<file path="config.mk">
export PLATFORM = sky130hd
export DESIGN_NAME = block_transfer_sequencer
export DESIGN_NICKNAME = d
export VERILOG_FILES = /design/src/rtl/arm_pkg.sv /design/src/rtl/lowest_set_bit.sv /design/src/rtl/block_transfer_sequencer.sv
export SDC_FILE = /design/constraint.sdc
export NUM_CORES = 1
export LEC_CHECK = 0
export BUFFER_PORTS_ARGS = -buffer_cell sky130_fd_sc_hd__buf_2
export CORE_ASPECT_RATIO = 0.75
export CORE_UTILIZATION = 35
export DETAILED_ROUTE_END_ITERATION = 7
export PLACE_DENSITY = 0.61
export SLEW_MARGIN = 20
export SYNTH_ARGS = -nofsm -noshare
export SYNTH_HDL_FRONTEND = slang
export SYNTH_SLANG_ARGS = --single-unit
</file>
<file path="constraint.sdc">
create_clock -name clk -period 20.2 [get_ports clk]
set_input_delay 4.04 -clock clk [delete_from_list [all_inputs] [get_ports clk]]
set_output_delay 4.04 -clock clk [all_outputs]
set_load 0.02 [all_outputs]
</file>
<file path="src/rtl/arm_pkg.sv">
// arm_pkg: shared types and constants for the block transfer sequencer.
package arm_pkg;
  typedef enum logic [1:0] {IDLE, XFER, WB, DONE} bts_state_t;
  typedef enum logic [1:0] {DA = 2'b00, IA = 2'b01, DB = 2'b10, IB = 2'b11} addr_mode_t;
  localparam logic [31:0] WORD_BYTES = 32'd4;
  localparam logic [3:0] PC_REG = 4'd15;
endpackage

</file>
<file path="src/rtl/lowest_set_bit.sv">
// lowest_set_bit: index of the lowest set bit of a 16-bit list, with an empty flag.
module lowest_set_bit (
  input  logic [15:0] list,
  output logic [3:0]  idx,
  output logic        none
);
  always_comb begin
    idx = '0;
    for (int i = 15; i >= 0; i--) idx = list[i] ? 4'(i) : idx;
    none = ~|list;
  end
endmodule

</file>
<file path="src/rtl/block_transfer_sequencer.sv">
// block_transfer_sequencer: LDM/STM register-list walker driving memory and the register file.
// Base writeback (WB state, W bit) is built only when BTS_BASE_WRITEBACK_EN is defined.
module block_transfer_sequencer
  import arm_pkg::*;
#(
  parameter int DATA_W = 32
) (
  input  logic              clk,
  input  logic              reset,
  input  logic              start,
  input  logic              is_load,
  input  logic              pre_index,
  input  logic              up,
  input  logic              writeback,
  input  logic [3:0]        base_reg,
  input  logic [DATA_W-1:0] base_addr,
  input  logic [15:0]       reg_list,
  output logic              busy,
  output logic              done,
  output logic              mem_req,
  output logic              mem_write_enable,
  output logic [DATA_W-1:0] mem_addr,
  output logic [DATA_W-1:0] mem_write_data,
  input  logic              mem_ready,
  input  logic [DATA_W-1:0] mem_read_data,
  output logic [3:0]        read_reg_addrs,
  input  logic [DATA_W-1:0] read_datas,
  output logic              write_enable3,
  output logic [3:0]        write_reg_addr3,
  output logic [DATA_W-1:0] write_data3,
  output logic              pc_load_valid,
  output logic [DATA_W-1:0] pc_load_data
);
`ifdef BTS_BASE_WRITEBACK_EN
  localparam bit WB_BUILT = 1'b1;
`else
  localparam bit WB_BUILT = 1'b0;
`endif
  bts_state_t        state;
  addr_mode_t        mode;
  logic [15:0]       list, list_nxt;
  logic [3:0]        cur, base_reg_r;
  logic [4:0]        n;
  logic [DATA_W-1:0] n4, start_addr, final_base;
  logic              none, load_r, wb_r, wb_write_r, xfer, in_wb, hs, last;
  lowest_set_bit u_lsb (.list(list), .idx(cur), .none(none));
  always_comb begin
    n = '0;
    for (int i = 0; i < 16; i++) n = n + 5'(reg_list[i]);
    n4 = DATA_W'({n, 2'b00});
    mode = addr_mode_t'({pre_index, up});
    start_addr = mode == IA ? base_addr :
                 mode == IB ? base_addr + WORD_BYTES :
                 mode == DA ? base_addr - n4 + WORD_BYTES : base_addr - n4;
  end
  assign xfer     = state == XFER;
  assign in_wb    = state == WB;
  // a beat being cut off by reset must not reach the register file
  assign hs       = xfer & mem_ready & ~none & ~reset;
  assign list_nxt = list & ~(16'd1 << cur);
  assign last     = ~|list_nxt;
  assign busy             = state != IDLE;
  assign done             = state == DONE;
  assign mem_req          = xfer;
  assign mem_write_enable = xfer & ~load_r;
  assign mem_write_data   = mem_write_enable ? read_datas : '0;
  assign read_reg_addrs   = cur;
  assign write_enable3    = (hs & load_r & cur != PC_REG) | (in_wb & wb_write_r & ~reset);
  assign write_reg_addr3  = in_wb ? base_reg_r : (xfer & load_r) ? cur : '0;
  assign write_data3      = in_wb ? final_base : (xfer & load_r) ? mem_read_data : '0;
  assign pc_load_valid    = hs & load_r & cur == PC_REG;
  assign pc_load_data     = pc_load_valid ? mem_read_data : '0;
  always_ff @(posedge clk) begin
    if (reset) begin
      state      <= IDLE;
      list       <= '0;
      mem_addr   <= '0;
      load_r     <= 1'b0;
      wb_r       <= 1'b0;
      wb_write_r <= 1'b0;
      base_reg_r <= '0;
      final_base <= '0;
    end else begin
      case (state)
        IDLE: if (start) begin
          state      <= reg_list == '0 ? DONE : XFER;
          list       <= reg_list;
          mem_addr   <= start_addr;
          load_r     <= is_load;
          wb_r       <= writeback & WB_BUILT;
          base_reg_r <= base_reg;
          final_base <= up ? base_addr + n4 : base_addr - n4;
          wb_write_r <= base_reg != PC_REG && !(is_load && reg_list[base_reg]);
        end
        XFER: if (hs) begin
          list     <= list_nxt;
          mem_addr <= mem_addr + WORD_BYTES;
          if (last) state <= wb_r ? WB : DONE;
        end
        WB:      state <= DONE;
        default: state <= IDLE;
      endcase
    end
  end
endmodule

</file>
==> metrics <==
outcome=completed; Vias/cell=5.742; Fin Setup TNS=0 ps; CP max FO=8; H-Tree Depth=3; GR Util All Layers=26.77%; initial antenna violation count=1; Synth Area in Adders=roughly 6.1%; reg-to-reg startpoint=list[15]; Reg area=around 1800 um2; first-pass GRT wire length=55.26 mm; flops & latches, synth=just under 90; Max Clk Rate=between 0.09 and 0.1 GHz; ys flop type=dfxtp_1; # fillers=2722; row count=50; Slew Viols, Final=0; die area=26640 um2; # port buffers=264; final wirelength=36.05 mm; final setup vio count=0; largest net degree at the start of global routing=73; Arr. time, crit path=approximately 11000 ps; Skew-Pair Late Insertion Delay=350 ps; non-filler instance count after layout=around 1.8k; crit path launch type=input pin; Post-Synth XOR/XNOR Area=9.711%; CTS resizes=0; Syn Inst Count=roughly 1.3k; post-route ant nets=0; Area growth syn-to-layout=19.39%; post-CTS setup buffers=0; fraction of layout cells with a size suffix above 1=approximately 22%; Final Hold Vio Count=0; net count after synthesis=~1.5k; min Tclk post-route=10590 ps; RD Place Congestion=slightly above 0.9; synthesized area=roughly 9000 um2; Place WS=roughly 9300 ps; Placed Cells incl. Taps=1809; CTS hold repair buffers=0; Pwr Total=1.341 mW; multi-input logic area=slightly below 7000 um2; Fin Clk Skew=10.70 ps; Worst-Margin Slew=about 1100 ps; RSZ-0062 raised after global routing=false; Die Height=141.6 um; Compound-Gate Fraction of Synth Area=about a quarter; Die Wd=roughly 190 um; count of cell types in the netlist=77; Top Ports=266; vias in the first global route=roughly 9.6k; PwrDens=around 120 nW/um2; clock buffer depth=2; CP startpoint=reg_list[5]; Max IR drop VDD=between 80 and 90 uV; CP Class=in -> reg; sequential-to-total area share from yosys stat=just under 20%; Min-Delay Path Class=reg -> reg; reg2reg end=state[0]; HPWL Detailed=27.71 mm; slew margin rel.=25.35%; simple-gate share of the synthesized area=around 32%; core footprint=around 25000 um2; mux cell area share after synthesis=2.476%; flop2flop setup slack=approximately 17000 ps; CTS tree=done; hold_sp=wb_write_r; WL per Instance=19.74 um; DRC Markers=0; FFs w/ async S/R, synth=0%; grt total ovfl=0; Post-synth EDFFs=0; routed via count=between 10k and 15k; Setup crit end kind=register; yosys warns=0; fin nets=around 1.6k; Worst-path clk slew=about 60 ps; number of DRC markers in iteration 0=between 800 and 900; Lkg Pwr=around 4.6 nW; fin crit share=a little over half; Post-Syn Area per Cell=~7.0 um2; max-cap violation count=0; FF-to-FF path depth=10; clk root buf=clkbuf_16; crit path to=mem_addr[31]; initial core utilization=between 30% and 40%; largest family of logic cells by synthesized area=simple AND/OR/NAND/NOR gates; final worst slack=roughly 9600 ps; Worst EP required=20460 ps; DR pass1 iterations=5; clk sinks=88; total CTS buffers=9
[cell usage after synthesis (20+ instances only)]
cell | number | area, um2
and2_1 | 73 | 456.7
nor3_1 | 46 | 230.2
inv_1 | 52 | 195.2
nand4_1 | 22 | 137.6
xnor2_1 | 56 | 490.5
nor4_1 | 23 | 143.9
a21oi_1 | 106 | 530.5
clkbuf_1 | 81 | 304.0
nand3_1 | 39 | 195.2
a22o_1 | 36 | 315.3
o21ai_0 | 57 | 285.3
ha_1 | 25 | 312.8
dfxtp_1 | 88 | 1762
nand2_1 | 152 | 570.6
nor2_1 | 125 | 469.2
a211oi_1 | 20 | 150.1
xor2_1 | 43 | 376.6
[power by group]
group / total (mW) / switching [mW] / internal, mW / leakage, nW
Combinational: 0.889 / 0.583 / 0.306 / 3.73
Clock: 0.165 / 0.0771 / 0.0879 / 0.137
Sequential: 0.287 / 0.0642 / 0.223 / 0.722
Total: 1.34 / 0.724 / 0.617 / 4.58
[cells in the final DEF, fill, tap and decap left out, types with 43 or more instances in the layout]
master / instances
buf_2: 264
nand2_1: 151
nor2_1: 123
a21oi_1: 106
dfxtp_1: 88
and2_1: 73
o21ai_0: 56
xnor2_1: 56
inv_1: 52
nor3_1: 46
xor2_1: 43
[final cells by class]
cell class	instances	share of cell area, %
diodes	1	0.02304
clock buffers	11	2.235
clock inverters	5	0.3571
inverters	52	1.797
multi-input cells	1051	62.20
flip-flops and latches	88	16.22
well taps	338	3.894
repair buffers	280	13.27
[state kept, by name, summed over array words and instances, names as in the netlist]
register,count
mem_addr,32
load_r,1
final_base,32
list,16
state,2
wb_write_r,1
base_reg_r,4
[worst max-delay path: stages]
cell,delay (ps)
buf_2,130
inv_1,70
fa_1,570
fa_1,440
fa_1,490
fa_1,490
inv_1,40
ha_1,190
fa_1,400
xor2_1,300
ha_1,390
or2_2,380
a211oi_2,630
nor2_1,240
nor4b_1,410
o32ai_1,270
nor4b_2,440
nand4_1,320
or4_1,500
o211ai_1,110
[kinds of logic (layout without fill, tap and decap cells)]
| group | count (synthesis) | count (layout) |
|---|---|---|
| simple gates | 572 | 572 |
| compound gates | 327 | 327 |
| buf+inv | 152 | 348 |
| xor+xnor | 100 | 100 |
| flops | 88 | 88 |
| fa+ha+maj | 37 | 37 |
| mux | 15 | 15 |
| other cells | 0 | 1 |
[how the worst min path moves through the flow]
stage                           endpoint  slack [ps]  cells past startpoint
after floorplan           final_base[13]         430                      2
after global placement       mem_addr[0]         440                      2
after detailed placement  final_base[22]         450                      2
after CTS                     wb_write_r         460                      2
after global routing       final_base[4]         480                      2
final                         wb_write_r         460                      2
[metal layers]
layer	vias to the layer above	GRT usage, %	share of wire (%)
met1	4941	36.74	45
li1	4991	-	-
met2	503	41.19	43
met4	0	9.071	2.7
met5	-	0	0
met3	49	5.986	9.1
[stage by stage]
step / cell area (um2) / hold slack [ps] / util (%)
final: 10860 / 457.5 / 43.08
after global routing: 10860 / 475.4 / 43.08
after CTS: 10860 / 459.7 / 43.06
after detailed placement: 10580 / 449.9 / 41.95
after global placement: 10580 / 442.2 / 41.95
after floorplan: 9096 / 432.2 / -
Power figures use the tool's default switching activity.
